**config.mk**
```make
export PLATFORM = sky130hd
export DESIGN_NAME = ifu
export DESIGN_NICKNAME = d
export VERILOG_FILES = /design/src/rtl/ifu.sv
export SDC_FILE = /design/constraint.sdc
export NUM_CORES = 1
export LEC_CHECK = 0
export BUFFER_PORTS_ARGS = -buffer_cell sky130_fd_sc_hd__buf_2
export CAP_MARGIN = 20
export CORE_AREA = 2 2 149 151
export CTS_BUF_LIST = sky130_fd_sc_hd__clkbuf_8
export DETAILED_ROUTE_END_ITERATION = 7
export DIE_AREA = 0 0 151 153
export HOLD_SLACK_MARGIN = 0.03
export MAX_ROUTING_LAYER = met4
export PLACE_DENSITY_LB_ADDON = 0.05
export SLEW_MARGIN = 25
export SYNTH_ARGS = -nofsm -noshare
export SYNTH_HDL_FRONTEND = slang
export SYNTH_SLANG_ARGS = --single-unit
```
**constraint.sdc**
```tcl
create_clock -name clk -period 7.55 [get_ports clk]
set_clock_uncertainty 0.05 [all_clocks]
set_input_delay 0.3775 -clock clk [delete_from_list [all_inputs] [get_ports clk]]
set_output_delay 0.3775 -clock clk [all_outputs]
set_load 0.01 [all_outputs]
```
**src/rtl/ifu.sv**
```systemverilog
// Instruction fetch unit: issues PC-tagged fetches to imem and buffers returned words for decode.
// Optional build macro IFU_PERF_EN adds perf_fetch_cnt / perf_stall_cnt outputs.
`ifndef ISA_WIDTH
`define ISA_WIDTH 32
`endif

module ifu #(
  parameter logic [`ISA_WIDTH-1:0] RESET_PC   = 32'h8000_0000,
  parameter int                    FIFO_DEPTH = 2
) (
  input  logic                  clk,
  input  logic                  rst,
  output logic                  req_valid,
  input  logic                  req_ready,
  output logic [`ISA_WIDTH-1:0] req_addr,
  input  logic                  resp_valid,
  input  logic [`ISA_WIDTH-1:0] resp_data,
  output logic                  inst_valid,
  input  logic                  inst_ready,
  output logic [`ISA_WIDTH-1:0] inst,
  output logic [`ISA_WIDTH-1:0] pc,
  input  logic                  redirect_valid,
  input  logic [`ISA_WIDTH-1:0] redirect_pc,
`ifdef IFU_PERF_EN
  output logic [31:0]           perf_fetch_cnt,
  output logic [31:0]           perf_stall_cnt,
`endif
  output logic                  dbg_state
);

  // Handshakes: a transfer happens on a posedge where valid && ready are both high; valid never
  // depends on ready. resp_valid has no ready and is always taken (credit keeps the buffer safe).

  localparam int W  = `ISA_WIDTH;
  localparam int AW = $clog2(FIFO_DEPTH);
  localparam int CW = AW + 1;
  localparam logic [CW:0] DEPTH_C = (CW + 1)'(FIFO_DEPTH);

  typedef enum logic {RUN = 1'b0, FLUSH = 1'b1} state_e;

  state_e          state_q, state_d;
  logic [W-1:0]    fetch_pc_q, fetch_pc_d;
  logic [CW-1:0]   out_q, out_d;
  logic [CW-1:0]   drop_q, drop_d;
  logic            run_en_q;

  logic [W-1:0]    tag_mem_q [FIFO_DEPTH];
  logic [AW-1:0]   tag_wr_q, tag_wr_d, tag_rd_q, tag_rd_d;

  logic [W-1:0]    fifo_pc_q   [FIFO_DEPTH];
  logic [W-1:0]    fifo_inst_q [FIFO_DEPTH];
  logic [AW-1:0]   fifo_wr_q, fifo_wr_d, fifo_rd_q, fifo_rd_d;
  logic [CW-1:0]   fifo_cnt_q, fifo_cnt_d;

  logic            req_fire, resp_run, enq, deq;
  logic [CW:0]     credit_use;
  logic [CW-1:0]   remain;

  assign credit_use = {1'b0, out_q} + {1'b0, fifo_cnt_q};
  assign req_valid  = run_en_q && (state_q == RUN) && !redirect_valid && (credit_use < DEPTH_C);
  assign req_addr   = fetch_pc_q;
  assign req_fire   = req_valid && req_ready;

  // A response with nothing outstanding is illegal and simply ignored.
  assign resp_run   = resp_valid && (state_q == RUN) && (out_q != '0);
  assign enq        = resp_run && !redirect_valid;
  assign deq        = inst_valid && inst_ready && !redirect_valid;

  assign inst_valid = (fifo_cnt_q != '0);
  assign inst       = fifo_inst_q[fifo_rd_q];
  assign pc         = fifo_pc_q[fifo_rd_q];
  assign dbg_state  = state_q;

  always_comb begin
    state_d    = state_q;
    fetch_pc_d = fetch_pc_q;
    out_d      = out_q;
    drop_d     = drop_q;
    tag_wr_d   = tag_wr_q;
    tag_rd_d   = tag_rd_q;
    fifo_wr_d  = fifo_wr_q;
    fifo_rd_d  = fifo_rd_q;
    fifo_cnt_d = fifo_cnt_q;
    remain     = out_q - CW'(resp_run);

    if (req_fire) begin
      tag_wr_d   = tag_wr_q + AW'(1);
      fetch_pc_d = fetch_pc_q + 32'd4;
    end
    if (resp_run) tag_rd_d = tag_rd_q + AW'(1);
    case ({req_fire, resp_run})
      2'b10:   out_d = out_q + CW'(1);
      2'b01:   out_d = out_q - CW'(1);
      default: out_d = out_q;
    endcase

    if (enq) fifo_wr_d = fifo_wr_q + AW'(1);
    if (deq) fifo_rd_d = fifo_rd_q + AW'(1);
    case ({enq, deq})
      2'b10:   fifo_cnt_d = fifo_cnt_q + CW'(1);
      2'b01:   fifo_cnt_d = fifo_cnt_q - CW'(1);
      default: fifo_cnt_d = fifo_cnt_q;
    endcase

    if (state_q == FLUSH) begin
      if (resp_valid && (drop_q != '0)) drop_d = drop_q - CW'(1);
      if (drop_d == '0) state_d = RUN;
    end

    // Redirect wins over everything: both queues empty, stale responses become drops.
    if (redirect_valid) begin
      fetch_pc_d = redirect_pc;
      out_d      = '0;
      tag_wr_d   = '0;
      tag_rd_d   = '0;
      fifo_wr_d  = '0;
      fifo_rd_d  = '0;
      fifo_cnt_d = '0;
      if (state_q == RUN) begin
        drop_d  = remain;
        state_d = (remain != '0) ? FLUSH : RUN;
      end
    end
  end

  always_ff @(posedge clk) begin
    if (!rst) begin
      state_q    <= RUN;
      fetch_pc_q <= RESET_PC;
      out_q      <= '0;
      drop_q     <= '0;
      run_en_q   <= 1'b0;
      tag_wr_q   <= '0;
      tag_rd_q   <= '0;
      fifo_wr_q  <= '0;
      fifo_rd_q  <= '0;
      fifo_cnt_q <= '0;
      for (int i = 0; i < FIFO_DEPTH; i++) begin
        tag_mem_q[i]   <= '0;
        fifo_pc_q[i]   <= '0;
        fifo_inst_q[i] <= '0;
      end
    end else begin
      state_q    <= state_d;
      fetch_pc_q <= fetch_pc_d;
      out_q      <= out_d;
      drop_q     <= drop_d;
      run_en_q   <= 1'b1;
      tag_wr_q   <= tag_wr_d;
      tag_rd_q   <= tag_rd_d;
      fifo_wr_q  <= fifo_wr_d;
      fifo_rd_q  <= fifo_rd_d;
      fifo_cnt_q <= fifo_cnt_d;
      if (req_fire) tag_mem_q[tag_wr_q] <= fetch_pc_q;
      if (enq) begin
        fifo_pc_q[fifo_wr_q]   <= tag_mem_q[tag_rd_q];
        fifo_inst_q[fifo_wr_q] <= resp_data;
      end
    end
  end

`ifdef IFU_PERF_EN
  logic [31:0] perf_fetch_q, perf_stall_q;

  always_ff @(posedge clk) begin
    if (!rst) begin
      perf_fetch_q <= '0;
      perf_stall_q <= '0;
    end else begin
      if (deq) perf_fetch_q <= perf_fetch_q + 32'd1;
      if (!inst_valid && (state_q == RUN)) perf_stall_q <= perf_stall_q + 32'd1;
    end
  end

  assign perf_fetch_cnt = perf_fetch_q;
  assign perf_stall_cnt = perf_stall_q;
`endif

endmodule

```
### Word level (Yosys, flattened, before mapping)

Memories as Yosys holds them, arrays and structs flattened. A register that Yosys moved wholly into a read port is not among the register bits.
Cells that the tools add are included.

| cells by class | value |
|---|---|
| add/subtract/negate cells | 12 |
| multiplexer cells | 37 |
| reduce and logical (&&, ||, !) cells | 23 |
| $lt $le $gt $ge | 1 |
| equality and inequality tests | 4 |
| bitwise operators | 2 |

Operator list:

| kind | count |
|---|---|
| 2-to-1 mux 32 bit | 5 |
| OR reduction 32 bit | 3 |
| adder 32 x 3 -> 32 bit (second input constant) | 1 |
| 2-to-1 mux 1 bit | 25 |
| nonzero test 2 bit | 7 |
| logical AND 1 bit | 10 |
| 2-to-1 mux 2 bit | 5 |
| case mux 2 bit (2 select lines) | 2 |
| subtractor 2 x 1 -> 2 bit (second input constant) | 3 |
| adder 1 bit (second input constant) | 4 |
| adder 2 x 1 -> 2 bit (second input constant) | 2 |
| equality test 2 x 1 -> 1 bit (second input constant) | 2 |
| equality test 2 bit (second input constant) | 2 |
| adder 2 x 2 -> 3 bit | 1 |
| less-than comparator 3 x 2 -> 1 bit (second input constant) | 1 |
| logical NOT 2 bit | 1 |
| inverter 1 bit | 2 |
| OR reduction 2 bit | 1 |
| subtractor 2 x 1 -> 2 bit | 1 |
| logical NOT 1 bit | 1 |

| storage, ports and cells | value |
|---|---|
| bits in writable memories | 192 |
| bits in registers | 44 |
| output and inout bits | 99 |
| word-level logic and storage cells | 92 |
| memories | 3 |
| bits of input ports | 70 |

Memory list:

| memory | depth | bits a word | read ports | clocked after memory_dff | write ports | line | source |
|---|---|---|---|---|---|---|---|
| fifo_inst_q | 2 | 32 | 1 | 1 | 2 | 51 | `logic [W-1:0] fifo_inst_q [FIFO_DEPTH];` |
| fifo_pc_q | 2 | 32 | 1 | 1 | 2 | 50 | `logic [W-1:0] fifo_pc_q [FIFO_DEPTH];` |
| tag_mem_q | 2 | 32 | 1 | 1 | 2 | 47 | `logic [W-1:0] tag_mem_q [FIFO_DEPTH];` |

### Longest topological paths before layout

| logic depth | value |
|---|---|
| depth in word-level cells | 10 |
| gate-level depth with buffers | 10 |
| mapped depth without buffers | 9 |

### Worst setup path after synthesis

Ideal clock, no wire load.

| timing | value |
|---|---|
| path kind | input to register |
| start point | input redirect_valid |
| end point | memory fifo_inst_q[1][0] in the netlist's numbering, enable pin |
| path slack | 1.413 ns |
| setup time | 0.574 ns |
| stages | 5 |
| buffers on the path | 2 |
| arrival time | 5.513 ns |
| data required time | 6.926 ns |
| cell sequence | buf_6 -> inv_1 -> clkbuf_1 -> nand2_1 -> o21ai_0 |

RTL lines:

| what | line | source |
|---|---|---|
| from (decl) | 22 | `input logic redirect_valid,` |
| to (decl) | 51 |  |

==> out/results.ini <==
[yosys]
yosys.area_share.simple = 0.173
ys.flop_type = edfxtp_1
synth-edff-count = 192
async_flop_share = 0
synthesis.nets = 909
synthAdderAreaFrac = 0.00780
syn_area_per_cell_um2 = 12.7
synth_seq_area_share = 0.632
synth_top_family_by_area = simple AND/OR/NAND/NOR gates
muxShareOfSynthArea = 0.105
yosys.cell_types.count = 52
synth-xor-area-share = 0.0174
yosysWarnings = 0
synth-seq-cells = 238
synth_compound_area_frac = 0.0406
synthCells = 833
synth_area_um2 = 10600

[worst_setup_path]
crit_fanout = 28
cp-startpoint = out_q[0]
crit_arrival_ns = 3.52
slowest_delay_ns = 0.60
cp.required_ns = 7.88
cp_common_cell = and2_1
path_cells = and2_1 > fa_1 > nand4bb_1 > nor2_8 > nand2_1 > nor2_4 > and2_1
crit_type = flop to flop
crit_path_end_kind = flop
critPathLaunchType = flop
worstReg2RegStart = out_q[0]
cpMaxStageDelayCell = nor2_4

[floorplanning]
io_pins = 169
initial_core_util = 0.492
fp.dieArea_um2 = 23100
rows = 54
die_w_um = 151
core_area_um2 = 21500
die_h_um = 153

[power_and_ir_drop]
leakagePower_nw = 4.84
max-vdd-ir-drop_mv = 0.102
p_per_area_nw_per_um2 = 215

[final_layout]
filler_cell_count = 1834
final_nets = 1087
antenna_cells = 0
drive_gt1_frac = 0.298
postLayoutCellArea_um2 = 12500
stdcell_count = 1322
post-route-util = 0.581
syn_to_final_growth_pct = 17.9

[sta]
max_freq_ghz = 0.313
fin_crit_sh = 0.423
worstMarginPinSlew_ns = 0.913
finalHoldViolCount = 0
setup_violations = 0
rsz0062_at_grt = false
setup_tns_ns = 0
slew_headroom = 0.391
finalMaxSlewViolations = 0
holdWs_ns = 0.0613
period_minus_slack_ns = 3.19

[clocking]
post_cts_buffers = 0
clockBufferDepth = 3
worst_skew_pair.late_latency_ns = 0.53
cts_sinks = 238
cts_tree = built
cts.clk_slew.worst_paths_ns = 0.06
htree_num_levels = 2
root_buffer = clkbuf_8
numCtsBuffers = 40

[detailed_routing]
via_count = 6896
antenna_left = 0
dr.pass1.iters = 5
routed_wirelength_mm = 23.1
drc = 0
wl_per_cell_um = 17.5
via_per_inst = 5.22
drt_iter0_markers = 395

[worst_hold_path]
hp-start = redirect_pc[11]
min_path_type = input pin to flop

[placed_design]
dp_hpwl_mm = 14.4
postPlaceCellArea_um2 = 11700
port_buffers = 168
gp_congestion = 0.813
post-place-cells = 1241

[run_status]
run_status = finished clean

[global_routing]
antenna_found_initial = 0
grt_max_degree = 65
grt_pass1_wl_mm = 36.6
grt_use_total = 0.209
grt.overflow.total = 0
grt_pass1_vias = 6937

[flow_run]
maxCapViolCount = 0

-- final timing paths --
check / endpoint / slack (ns) / depth (start not counted)
hold reg to reg: flop / 0.45 / 2
hold / removal: req_addr[11] / 0.06 / 3
setup / recovery: tag_mem_q[0][27] / 4.36 / 7
setup reg to reg: tag_mem_q[0][27] / 4.36 / 7
-- where the power goes --
part	internal [mW]	switching (mW)
Sequential	1.47	0.0374
Combinational	0.0647	0.0979
Clock	0.524	0.492
-- cells by family after synthesis --
family,after synthesis
buf+inv,63
fa+ha+maj,6
xor+xnor,21
simple gates,334
compound gates,68
flops,238
mux,103
-- registers in the layout, indices dropped and copies added (netlist names), named ones only --
| signal | cells |
|---|---|
| out_q | 2 |
| tag_wr_q | 1 |
| fifo_wr_q | 1 |
| fifo_pc_q | 64 |
| drop_q | 2 |
| dbg_state | 1 |
| fifo_cnt_q | 2 |
| req_addr | 32 |
| tag_mem_q | 64 |
| run_en_q | 1 |
| fifo_rd_q | 1 |
| tag_rd_q | 1 |
| fifo_inst_q | 64 |
-- cell usage after synthesis, types with 2 or more instances --
master,instances,share of area
a21oi_1,16,0.0076
a22oi_1,3,0.0021
a31oi_1,6,0.0035
a32oi_1,2,0.0017
and2_1,130,0.077
and3_1,4,0.0024
buf_1,2,0.00071
buf_2,2,0.00095
buf_6,2,0.0021
clkbuf_1,43,0.015
dfxtp_1,46,0.087
edfxtp_1,192,0.54
ha_1,5,0.0059
inv_1,13,0.0046
mux2_1,2,0.0021
mux2_2,66,0.070
mux2i_1,35,0.033
nand2_1,30,0.011
nand3_1,27,0.013
nand4_1,22,0.013
nor2_1,91,0.032
nor2_2,2,0.0012
nor3_1,9,0.0043
nor4_4,3,0.0060
o211ai_1,9,0.0064
o21a_1,3,0.0021
o21ai_0,17,0.0080
o22ai_1,3,0.0018
or2_2,3,0.0018
or3_1,4,0.0024
xnor2_1,6,0.0050
xor2_1,15,0.012
-- layer usage --
| metal | track usage | wire length (um) | vias up |
|---|---|---|---|
| met3 | 0.0427 | 1580 | 30 |
| li1 | - | - | 3350 |
| met5 | - | 0 | - |
| met1 | 0.279 | 10500 | 3280 |
| met4 | 0.0543 | 338 | 0 |
| met2 | 0.330 | 10700 | 236 |
-- timing repair --
action                                 4_1_cts  5_1_grt
hold buffers                                 8        0
gates resized for setup                      0        0
endpoints found under the hold margin        8        0
-- metrics by stage --
| stage | power [mW] | setup WS (ns) |
|---|---|---|
| 2_1_floorplan | 1.61 | 1.41 |
| 3_3_place_gp | 1.69 | 4.05 |
| 3_5_place_dp | 1.69 | 4.03 |
| 4_1_cts | 2.71 | 4.07 |
| 5_1_grt | 2.79 | 4.14 |
| 6_report | 2.68 | 4.36 |
-- cell type report --
type,count,area (um2),share of cell area
clock buffers,43,592,0.0474
clock inverters,30,123,0.00983
inverters,14,55.1,0.00441
multi-input cells,532,3670,0.295
flip-flops and latches,238,6690,0.536
well taps,280,350,0.0281
repair buffers,185,988,0.0792
-- critical path: cells and delay by family (launching register included) --
kind,cells,cell delay [ns]
adders and majority gates,1,0.43
and+or+nand+nor,6,2.13
DFF,1,0.42
-- layout by cell type (no fill, tap or decap), types with 4 or more instances in the layout --
master         netlist  routed
dfxtp_1             46      44
buf_4                0       9
nor2_1              91      91
xor2_1              15      15
a21oi_1             16      16
mux2i_1             35      35
and2_1             130     130
clkbuf_8             0      43
inv_1               13      31
xnor2_1              6       6
edfxtp_1           192     192
o211ai_1             9       9
nand4_1             22      22
o21ai_0             17      15
or3_1                4       4
ha_1                 5       5
clkinv_1             0       8
nand2_1             30      28
dlygate4sd3_1        0       8
a31oi_1              6       6
mux2_2              66      66
nor3_1               9       7
buf_2                2     168
nand3_1             27      27
Power figures use the tool's default switching activity.
